<file path="config.mk">
export PLATFORM = sky130hd
export DESIGN_NAME = uart_tx_fifo
export DESIGN_NICKNAME = d
export VERILOG_FILES = /design/src/rtl/uart_pkg.sv /design/src/rtl/sync_fifo.sv /design/src/rtl/uart_tx_fifo.sv
export SDC_FILE = /design/constraint.sdc
export NUM_CORES = 1
export LEC_CHECK = 0
export CAP_MARGIN = 0
export CORE_AREA = 8 8 104 106
export CTS_CLUSTER_SIZE = 28
export DETAILED_ROUTE_END_ITERATION = 6
export DIE_AREA = 0 0 112 114
export PLACE_DENSITY = 0.75
export RECOVER_POWER = 100
export SLEW_MARGIN = 20
export SYNTH_ARGS = -nofsm -noshare
export SYNTH_HDL_FRONTEND = slang
export SYNTH_SLANG_ARGS = --single-unit
</file>
<file path="constraint.sdc">
create_clock -name clk -period 3 [get_ports clk]
set_input_delay 0.6 -clock clk [delete_from_list [all_inputs] [get_ports clk]]
set_output_delay 0.6 -clock clk [all_outputs]
set_load 0.005 [all_outputs]
</file>
<file path="src/rtl/uart_pkg.sv">
// Shared UART definitions: FSM state encodings, default baud divisor and frame shape.
// Also provides the line-level helper used by the transmitter.
package uart_pkg;

  typedef enum logic [2:0] {
    UART_IDLE  = 3'd0,
    UART_START = 3'd1,
    UART_DATA  = 3'd2,
    UART_STOP  = 3'd3
  } uart_state_e;

  localparam int UART_CLKS_PER_BIT_115200 = 434;
  localparam int UART_DATA_BITS           = 8;
  localparam int UART_STOP_BITS           = 1;

  // Serial line level for a given state; data states drive the current shift LSB.
  function automatic logic uart_line_level(input uart_state_e st, input logic data_bit);
    logic lvl;
    case (st)
      UART_IDLE:  lvl = 1'b1;
      UART_START: lvl = 1'b0;
      UART_DATA:  lvl = data_bit;
      UART_STOP:  lvl = 1'b1;
      default:    lvl = 1'b1;
    endcase
    return lvl;
  endfunction

endpackage

</file>
<file path="src/rtl/sync_fifo.sv">
// Single-clock show-ahead FIFO: rd_data presents the head entry whenever the FIFO is not empty.
// Writes while full are dropped and reported by a registered one-cycle overflow pulse.
module sync_fifo #(
  parameter int WIDTH = 8,
  parameter int DEPTH = 8
) (
  input  logic                     clk,
  input  logic                     rst_n,
  input  logic                     wr_en,
  input  logic [WIDTH-1:0]         wr_data,
  input  logic                     rd_en,
  output logic [WIDTH-1:0]         rd_data,
  output logic                     full,
  output logic                     empty,
  output logic [$clog2(DEPTH):0]   count,
  output logic                     overflow
);

  localparam int AW = $clog2(DEPTH);
  localparam int CW = AW + 1;
  localparam logic [CW-1:0] DEPTH_C = CW'(DEPTH);
  localparam logic [CW-1:0] CNT_ONE = CW'(1);
  localparam logic [AW-1:0] PTR_ONE = AW'(1);

  logic [WIDTH-1:0] mem_r [DEPTH];
  logic [AW-1:0]    wr_ptr_r;
  logic [AW-1:0]    rd_ptr_r;
  logic [CW-1:0]    count_r;
  logic             overflow_r;
  logic             wr_ok_s;
  logic             rd_ok_s;

  // full is judged on the registered count, i.e. before any pop in the same cycle
  assign full     = (count_r == DEPTH_C);
  assign empty    = (count_r == {CW{1'b0}});
  assign count    = count_r;
  assign overflow = overflow_r;
  assign rd_data  = mem_r[rd_ptr_r];
  assign wr_ok_s  = wr_en & ~full;
  assign rd_ok_s  = rd_en & ~empty;

  // Storage array and write pointer.
  always_ff @(posedge clk or negedge rst_n) begin
    if (!rst_n) begin
      for (int i = 0; i < DEPTH; i++) begin
        mem_r[i] <= {WIDTH{1'b0}};
      end
      wr_ptr_r <= {AW{1'b0}};
    end else if (wr_ok_s) begin
      mem_r[wr_ptr_r] <= wr_data;
      wr_ptr_r        <= wr_ptr_r + PTR_ONE;
    end else begin
      wr_ptr_r <= wr_ptr_r;
    end
  end

  // Read pointer, occupancy and overflow flag.
  always_ff @(posedge clk or negedge rst_n) begin
    if (!rst_n) begin
      rd_ptr_r   <= {AW{1'b0}};
      count_r    <= {CW{1'b0}};
      overflow_r <= 1'b0;
    end else begin
      overflow_r <= wr_en & full;
      if (rd_ok_s) begin
        rd_ptr_r <= rd_ptr_r + PTR_ONE;
      end else begin
        rd_ptr_r <= rd_ptr_r;
      end
      case ({wr_ok_s, rd_ok_s})
        2'b10:   count_r <= count_r + CNT_ONE;
        2'b01:   count_r <= count_r - CNT_ONE;
        default: count_r <= count_r;
      endcase
    end
  end

endmodule

</file>
<file path="src/rtl/uart_tx_fifo.sv">
// Buffered 8N1 UART transmitter: a show-ahead FIFO feeds an FSM that serialises bytes LSB first.
// Frames are chained with no idle gap while bytes remain queued.
module uart_tx_fifo
  import uart_pkg::*;
#(
  parameter int CLKS_PER_BIT = UART_CLKS_PER_BIT_115200,
  parameter int DEPTH        = 8
) (
  input  logic                   clk,
  input  logic                   rst_n,
  input  logic                   wr_en,
  input  logic [7:0]             wr_data,
  output logic                   full,
  output logic                   empty,
  output logic [$clog2(DEPTH):0] count,
  output logic                   overflow,
  output logic                   tx,
  output logic                   active,
  output logic                   done,
  output logic [2:0]             tx_state
);

  localparam int BW = $clog2(CLKS_PER_BIT);
  localparam logic [BW-1:0] BAUD_LAST = BW'(CLKS_PER_BIT - 1);
  localparam logic [BW-1:0] BAUD_ONE  = BW'(1);
  localparam logic [2:0]    BIT_LAST  = 3'(UART_DATA_BITS - 1);

  uart_state_e   state_r;
  uart_state_e   state_n_s;
  logic [BW-1:0] baud_r;
  logic [BW-1:0] baud_n_s;
  logic [2:0]    bit_r;
  logic [2:0]    bit_n_s;
  logic [7:0]    shift_r;
  logic [7:0]    shift_n_s;
  logic          bit_end_s;
  logic          pop_s;
  logic          tx_r;
  logic          active_r;
  logic          done_r;
  logic [7:0]    fifo_rd_data_s;
  logic          fifo_empty_s;

  sync_fifo #(
    .WIDTH (8),
    .DEPTH (DEPTH)
  ) u_fifo (
    .clk      (clk),
    .rst_n    (rst_n),
    .wr_en    (wr_en),
    .wr_data  (wr_data),
    .rd_en    (pop_s),
    .rd_data  (fifo_rd_data_s),
    .full     (full),
    .empty    (fifo_empty_s),
    .count    (count),
    .overflow (overflow)
  );

  assign empty     = fifo_empty_s;
  assign tx        = tx_r;
  assign active    = active_r;
  assign done      = done_r;
  assign tx_state  = state_r;
  assign bit_end_s = (baud_r == BAUD_LAST);

  // Next-state, counters and shift register; the head byte is popped on entry to START.
  always_comb begin
    state_n_s = state_r;
    baud_n_s  = baud_r + BAUD_ONE;
    bit_n_s   = bit_r;
    shift_n_s = shift_r;
    pop_s     = 1'b0;
    case (state_r)
      UART_IDLE: begin
        baud_n_s = {BW{1'b0}};
        if (!fifo_empty_s) begin
          pop_s     = 1'b1;
          state_n_s = UART_START;
          shift_n_s = fifo_rd_data_s;
          bit_n_s   = 3'd0;
        end else begin
          state_n_s = UART_IDLE;
        end
      end
      UART_START: begin
        if (bit_end_s) begin
          state_n_s = UART_DATA;
          baud_n_s  = {BW{1'b0}};
          bit_n_s   = 3'd0;
        end else begin
          state_n_s = UART_START;
        end
      end
      UART_DATA: begin
        if (bit_end_s) begin
          baud_n_s = {BW{1'b0}};
          if (bit_r == BIT_LAST) begin
            state_n_s = UART_STOP;
          end else begin
            bit_n_s   = bit_r + 3'd1;
            shift_n_s = {1'b0, shift_r[7:1]};
          end
        end else begin
          state_n_s = UART_DATA;
        end
      end
      UART_STOP: begin
        if (bit_end_s) begin
          baud_n_s = {BW{1'b0}};
          if (!fifo_empty_s) begin
            pop_s     = 1'b1;
            state_n_s = UART_START;
            shift_n_s = fifo_rd_data_s;
            bit_n_s   = 3'd0;
          end else begin
            state_n_s = UART_IDLE;
          end
        end else begin
          state_n_s = UART_STOP;
        end
      end
      default: begin
        state_n_s = UART_IDLE;
        baud_n_s  = {BW{1'b0}};
        bit_n_s   = 3'd0;
      end
    endcase
  end

  // State registers; line outputs are registered from the next state so they align with state_r.
  always_ff @(posedge clk or negedge rst_n) begin
    if (!rst_n) begin
      state_r  <= UART_IDLE;
      baud_r   <= {BW{1'b0}};
      bit_r    <= 3'd0;
      shift_r  <= 8'h00;
      tx_r     <= 1'b1;
      active_r <= 1'b0;
      done_r   <= 1'b0;
    end else begin
      state_r  <= state_n_s;
      baud_r   <= baud_n_s;
      bit_r    <= bit_n_s;
      shift_r  <= shift_n_s;
      tx_r     <= uart_line_level(state_n_s, shift_n_s[0]);
      active_r <= (state_n_s != UART_IDLE);
      done_r   <= (state_n_s == UART_STOP) && (baud_n_s == BAUD_LAST);
    end
  end

endmodule
</file>
==> impl_metrics.json, run 1 <==
{
  "grtUsageTotal": 0.160,
  "synth_compound_area_frac": 0.0567,
  "dr_wl_met3_um": 324,
  "post-dp-hpwl_mm": 6.44,
  "post_cts_buffers": 0,
  "rsz0062_at_grt": "no",
  "multi_input_area_um2": 2200,
  "nets": 413,
  "worst_slew_pin_slew_ns": 1.87,
  "grt_pass1_vias": 3150,
  "fillers": 730,
  "r2r_slack_ns": 0.38,
  "drtIter0Drc": 184,
  "synth_fp_nets": 383,
  "met1Wirelength_mm": 4.19,
  "numCtsBuffers": 9,
  "yosys_warnings": 0,
  "synth_area_leaders": "dfrtp_1, mux2_2, mux4_2, ha_1, mux2i_1",
  "grt_pass1_wl_mm": 16.2,
  "drcViolationCount": 0,
  "io_pins": 24,
  "synth.area.mux_share": 0.247,
  "area.growth.synth_to_final_pct": 9.87,
  "start_kind": "flip-flop",
  "die_y_um": 114,
  "final.setup.tns_ns": 0,
  "synthXorXnorAreaFrac": 0.0303,
  "max_freq_mhz": 371,
  "power_leakage_uw": 0.00234,
  "failed_checks": "capacitance limit, slew limit",
  "synth_fa_ha_area_frac": 0.0229,
  "synthesis.area_um2": 4920,
  "cp.required_ns": 2.40,
  "end_kind": "output port",
  "clk_pin_slew_ns": 0.10,
  "path_max_fanout": 9,
  "antenna_found_initial": 0,
  "maxUsedRoutingLayer": "met4",
  "wl_per_cell_um": 18.5,
  "irDropWorstVdd_mv": 0.540,
  "cts-root-buf": "clkbuf_8",
  "vias": 3010,
  "layout_min_cycle_time_ns": 2.69,
  "powerDensity_nw_per_um2": 961,
  "hold_viol_final": 0,
  "holdBufCountCts": 0,
  "slew_headroom": -0.245,
  "synth_edf_count": 0,
  "synth_top_area_share": 0.509,
  "cts.path.max_buffers": 2,
  "wl_met2_mm": 4.79,
  "wl_mm": 9.42,
  "synthFlopType": "dfrtp_1",
  "synth_top_family_by_area": "multiplexers",
  "ys_seq_area_frac": 0.514,
  "drive_gt1_frac": 0.276,
  "tritoncts": "yes",
  "die_w_um": 112,
  "worst_clock_skew_ns": 0.0109,
  "grt_max_degree": 77,
  "regArea_um2": 2530,
  "antenna_cells": 0,
  "criticalPathCategory": "flip-flop to output port",
  "die-area_um2": 12800,
  "rows": 35,
  "async_flop_share": 1.00,
  "status": "finished, violations left",
  "critPathArrivalTime_ns": 2.09,
  "syn-instance-count": 363,
  "maxCapViolations": 1,
  "core_um2": 9110,
  "dr.pass1.iters": 5,
  "clock_latency_ns": 0.37,
  "vias_per_cell": 5.91,
  "cts-resized-gates": 0,
  "initial_core_util": 0.540,
  "postRouteAntennaNets": 0,
  "synthSimpleGateAreaFrac": 0.101,
  "port_buffers": 23,
  "gp_congestion": 0.860,
  "cts.sinks": 101,
  "setup_violations": 0,
  "synth_cell_types": 56,
  "power_uw": 5190,
  "min_path_type": "flip-flop to flip-flop",
  "overflow": 0,
  "htreeDepth": 3,
  "synth_seq_cells": 101,
  "yosys.area.top_type": "dfrtp_1",
  "avgSynthCellArea_um2": 13.5,
  "slew_violations": 77,
  "fin_crit_sh": 0.898
}
logic make-up after synthesis:
group / count (synthesis)
DFF: 101
muxes: 93
and+or+nand+nor: 79
AOI/OAI and AO/OA: 35
buffers and inverters: 28
xor gates and xnor gates: 17
adders and majority gates: 9
other: 1
Yosys cell counts (2+ instances only):
| cell | n |
|---|---|
| nor3_1 | 2 |
| o21ai_0 | 4 |
| a211oi_1 | 8 |
| nor4bb_1 | 2 |
| nor2b_1 | 3 |
| ha_1 | 9 |
| and4_1 | 2 |
| inv_1 | 7 |
| a21oi_1 | 4 |
| a221o_1 | 6 |
| nand4_1 | 2 |
| mux4_2 | 16 |
| dfrtp_1 | 100 |
| and2_1 | 3 |
| nand3_1 | 5 |
| mux2i_1 | 9 |
| nor2_1 | 23 |
| a32o_1 | 2 |
| o21a_1 | 2 |
| buf_2 | 8 |
| and3_1 | 4 |
| nand2b_1 | 2 |
| mux2_2 | 68 |
| xor2_1 | 9 |
| nand4b_1 | 2 |
| nor4b_4 | 3 |
| xnor2_1 | 8 |
| nand2_1 | 15 |
| clkbuf_1 | 8 |
metrics by stage:
stage               hold slack, ns  cell area [um2]   util  setup slack [ns]  std cells
floorplan                    0.304             4920      -             0.515        363
global placement             0.483             5300  0.582             0.403        493
detailed placement           0.488             5300  0.582             0.316        493
CTS                          0.387             5510  0.605             0.300        509
global route                 0.526             5400  0.593            0.0964        509
finish                       0.510             5400  0.593             0.306        509
layout make-up:
| type | count | area share |
|---|---|---|
| Inverter | 9 | 0.00741 |
| Clock buffer | 9 | 0.0229 |
| Sequential cell | 101 | 0.468 |
| Multi-Input combinational cell | 234 | 0.407 |
| Timing Repair Buffer | 38 | 0.0542 |
| Clock inverter | 7 | 0.0151 |
| Tap cell | 111 | 0.0257 |
layer usage:
layer,vias up,global-route usage
met5,-,0
met4,0,0.0477
met3,16,0.0380
met2,44,0.272
met1,1556,0.198
li1,1394,-
path summary, 6_finish.rpt:
| check | start | end | depth (start not counted) |
|---|---|---|---|
| worst min register to register | u_fifo.mem_r[24] | u_fifo.mem_r[24] | 1 |
| min in group asynchronous | rst_n | baud_r[2] | 1 |
| worst max register to register | baud_r[0] | u_fifo.count[3] | 10 |
| max in group asynchronous | rst_n | u_fifo.mem_r[2] | 2 |
| worst max-delay path | u_fifo.count[1] | empty | 3 |
| worst min-delay path | u_fifo.mem_r[24] | u_fifo.mem_r[24] | 1 |
report_power, final:
part	switching [uW]	internal (uW)
Sequential	403	1940
Combinational	784	1170
Clock	495	399
sequential cells by signal (all words and copies together) (netlist names):
register / count
shift_r: 8
active: 1
tx: 1
u_fifo.count: 4
u_fifo.rd_ptr_r: 3
u_fifo.wr_ptr_r: 3
tx_state: 3
done: 1
bit_r: 3
baud_r: 9
u_fifo.mem_r: 64
u_fifo.overflow: 1
worst max-delay path, cell delays in order (launching register included):
cell           delay [ns]
dfrtp_1              0.49
or4_1                0.55
clkinv_2             0.11
dlygate4sd3_1        0.59
placed cells by master, fill, tap and decap left out, types with 9 or more instances in the layout:
master	n
dfrtp_1	100
mux2_2	68
nor2_1	23
mux4_2	16
nand2_1	15
dlygate4sd3_1	13
clkbuf_1	12
xor2_1	9
mux2i_1	9
ha_1	9
clkbuf_8	9
clkdlybuf4s50_1	9
No activity file was read; power rests on OpenSTA's default activity.
==> run 2, diff against run 1 <==
--- a/config.mk
+++ b/config.mk
@@ -6,13 +6,14 @@
 export NUM_CORES = 1
 export LEC_CHECK = 0
 export CAP_MARGIN = 0
-export CORE_AREA = 8 8 104 106
+export CORE_AREA = 2 2 98 100
 export CTS_CLUSTER_SIZE = 28
 export DETAILED_ROUTE_END_ITERATION = 6
-export DIE_AREA = 0 0 112 114
-export PLACE_DENSITY = 0.75
+export DIE_AREA = 0 0 100 102
+export PLACE_DENSITY = 0.74
 export RECOVER_POWER = 100
 export SLEW_MARGIN = 20
 export SYNTH_ARGS = -nofsm -noshare
 export SYNTH_HDL_FRONTEND = slang
+export SYNTH_HIERARCHICAL = 1
 export SYNTH_SLANG_ARGS = --single-unit
==> impl_metrics.json, run 2 <==
{
  "status": "finished, violations left",
  "failed_checks": "capacitance limit, slew limit",
  "synthFlopType": "dfrtp_1",
  "min_path_type": "flip-flop to flip-flop",
  "synth_top_family_by_area": "multiplexers",
  "cpPeakStageDelay_ns": 0.56,
  "htreeDepth": 3,
  "synthSimpleGateAreaFrac": 0.105,
  "grtUsageTotal": 0.202,
  "criticalPathCategory": "flip-flop to flip-flop",
  "area.growth.synth_to_final_pct": 12.0,
  "wl_per_cell_um": 18.2,
  "synth_seq_cells": 101,
  "worstHoldStart": "u_fifo/mem_r[0]",
  "rows": 35,
  "synth.area.mux_share": 0.252,
  "postRouteAntennaNets": 0,
  "utilization": 0.603,
  "syn-instance-count": 359,
  "vias_per_cell": 5.94,
  "combPwrFrac": 0.384,
  "cts.path.max_buffers": 2,
  "synth_fp_nets": 380,
  "synth_area_leaders": "dfrtp_1, mux2_2, mux4_2, ha_1, xnor2_1",
  "drtIter0Drc": 134,
  "async_flop_share": 1.00,
  "min_delay_path_depth": 1,
  "r2r-start": "baud_r[2]",
  "vias": 3048,
  "overflow": 0,
  "clock_latency_ns": 0.36,
  "worst_slew_pin_slew_ns": 2.17,
  "synth_fa_ha_area_frac": 0.0270,
  "powerDensity_nw_per_um2": 974,
  "final_common_cell": "dfrtp_1",
  "slew_violations": 39,
  "rsz0062_at_grt": "no",
  "irDropWorstVdd_mv": 0.472,
  "synth.most_common_cell": "dfrtp_1",
  "fin_crit_sh": 0.960,
  "dr.pass1.iters": 4,
  "core_um2": 9110,
  "wl_mm": 9.35,
  "holdBufCountCts": 0,
  "gp_congestion": 0.818,
  "setup_violations": 0,
  "path_max_fanout": 9,
  "synth_cell_types": 57,
  "post_cts_buffers": 0,
  "die-area_um2": 10200,
  "die_w_um": 100,
  "avgSynthCellArea_um2": 13.7,
  "hold_viol_final": 0,
  "critPathArrivalTime_ns": 3.11,
  "synthXorXnorAreaFrac": 0.0196,
  "yosys_warnings": 6,
  "cp_num_buf_inv": 1,
  "ys_seq_area_frac": 0.516,
  "grt_max_degree": 64,
  "clock_power_share": 0.174,
  "clk_pin_slew_ns": 0.10,
  "r2r_slack_ns": 0.12,
  "synth_top_area_share": 0.510,
  "maxCapViolations": 1,
  "placed_area_um2": 5420,
  "r2r-end": "u_fifo/count[3]",
  "cts.sinks": 101,
  "tritoncts": "yes",
  "final.setup.tns_ns": 0,
  "largest_reg_flops": 64,
  "slowest_stage": "or4b_4",
  "cpLargestDelayFamily": "simple AND/OR/NAND/NOR gates",
  "grt_pass1_vias": 3163,
  "cp-startpoint": "baud_r[2]",
  "initial_core_util": 0.538,
  "netSwitchingFraction": 0.312,
  "power_leakage_uw": 0.00231,
  "end_kind": "flip-flop",
  "start_kind": "flip-flop",
  "p_switching_uw": 1670,
  "slew_headroom": -0.443,
  "synth_common_cells": "dfrtp_1, mux2_2, inv_1",
  "post-dp-hpwl_mm": 6.24,
  "final_cell_mix": "dfrtp_1, mux2_2, inv_1, mux4_2, nand2_1",
  "fillers": 730,
  "fin_ws_ns": 0.121,
  "synth_edf_count": 0,
  "dp_cells": 497,
  "top_regs": "u_fifo/mem_r (64), baud_r (9), shift_r (8)",
  "crit_chain": "or4b_4 > o31ai_4 > and2_4 > o41ai_2 > inv_2 > ha_4 > ha_4 > or4b_4 > o311ai_1 > o211ai_1",
  "antenna_cells": 0,
  "cts-root-buf": "clkbuf_8",
  "synth_compound_area_frac": 0.0515,
  "r2r_cells": 10,
  "synthesis.area_um2": 4900,
  "drive_gt1_frac": 0.323,
  "final_area_um2": 5490,
  "final_cells": 513,
  "hold_end": "u_fifo/mem_r[0]",
  "regMostFlops": "u_fifo/mem_r",
  "worst_clock_skew_ns": 0.00816,
  "grt_pass1_wl_mm": 15.6,
  "drcViolationCount": 0,
  "die_y_um": 102,
  "nets": 418,
  "port_buffers": 23,
  "max_freq_mhz": 347,
  "numCtsBuffers": 9,
  "antenna_found_initial": 0,
  "cp.required_ns": 3.23,
  "p_seq_frac": 0.442,
  "internal_power_uw": 3680,
  "layout_min_cycle_time_ns": 2.88,
  "post-place-ws_ns": 0.0612,
  "io_pins": 24,
  "yosys.area.top_type": "dfrtp_1"
}
-- run 2: routing by layer --
layer | vias up | GRT usage | share of wire
met2 | 61 | 0.352 | 0.51
met3 | 12 | 0.0424 | 0.034
met1 | 1588 | 0.255 | 0.44
met5 | - | 0 | 0
li1 | 1387 | - | -
met4 | 0 | 0.0685 | 0.013
-- run 2: area by class of cell --
class,instances,area (um2),area share
clock buffer,11,131,0.0239
clock inverter,5,85.1,0.0155
inverter,18,75.1,0.0137
multi-input combinational,227,2190,0.399
sequential,101,2530,0.460
tap,111,139,0.0253
timing repair buffer,40,342,0.0622
-- run 2: repair_timing --
item | 4_1_cts | 5_1_grt
endpoints found under the setup margin | 0 | 1
resized for setup | 0 | 2
endpoints found under the hold margin | 0 | 0
-- run 2: worst max-delay path by stage --
stage	endpoint	slack, ns	cells past startpoint
5_1_grt	u_fifo/count[3]	0.05	10
4_1_cts	u_fifo/count[3]	0.03	10
3_3_place_gp	u_fifo/count[3]	0.14	10
3_5_place_dp	u_fifo/count[3]	0.06	10
2_1_floorplan	u_fifo/count[3]	0.04	12
6_report	u_fifo/count[3]	0.12	10
-- run 2: worst reg2reg max path: stages, from the launching register on --
cell,delay [ns]
dfrtp_1,0.40
or4b_4,0.56
o31ai_4,0.21
and2_4,0.18
o41ai_2,0.09
inv_2,0.11
ha_4,0.20
ha_4,0.23
or4b_4,0.51
o311ai_1,0.12
o211ai_1,0.14
-- run 2: logic make-up after synthesis --
| logic type | Yosys count |
|---|---|
| other | 1 |
| muxes | 94 |
| AOI/OAI and AO/OA | 37 |
| adders and majority gates | 10 |
| buffers and inverters | 31 |
| and+or+nand+nor | 74 |
| xor gates and xnor gates | 11 |
| DFF | 101 |
-- run 2: per-stage QoR --
| step | hold WS, ns | total power [uW] |
|---|---|---|
| finish | 0.499 | 5350 |
| global route | 0.514 | 5710 |
| CTS | 0.216 | 5530 |
| detailed placement | 0.475 | 4570 |
| global placement | 0.467 | 4470 |
| floorplan | 0.304 | 3970 |
-- run 2: power by group through the flow --
stage                     combinational (uW)  clock (uW)  sequential [uW]
after global routing                    2250        1020             2440
after global placement                  2080           0             2390
after detailed placement                2150           0             2430
after floorplan                         1760           0             2210
final                                   2050         931             2370
after CTS                               2160         967             2400
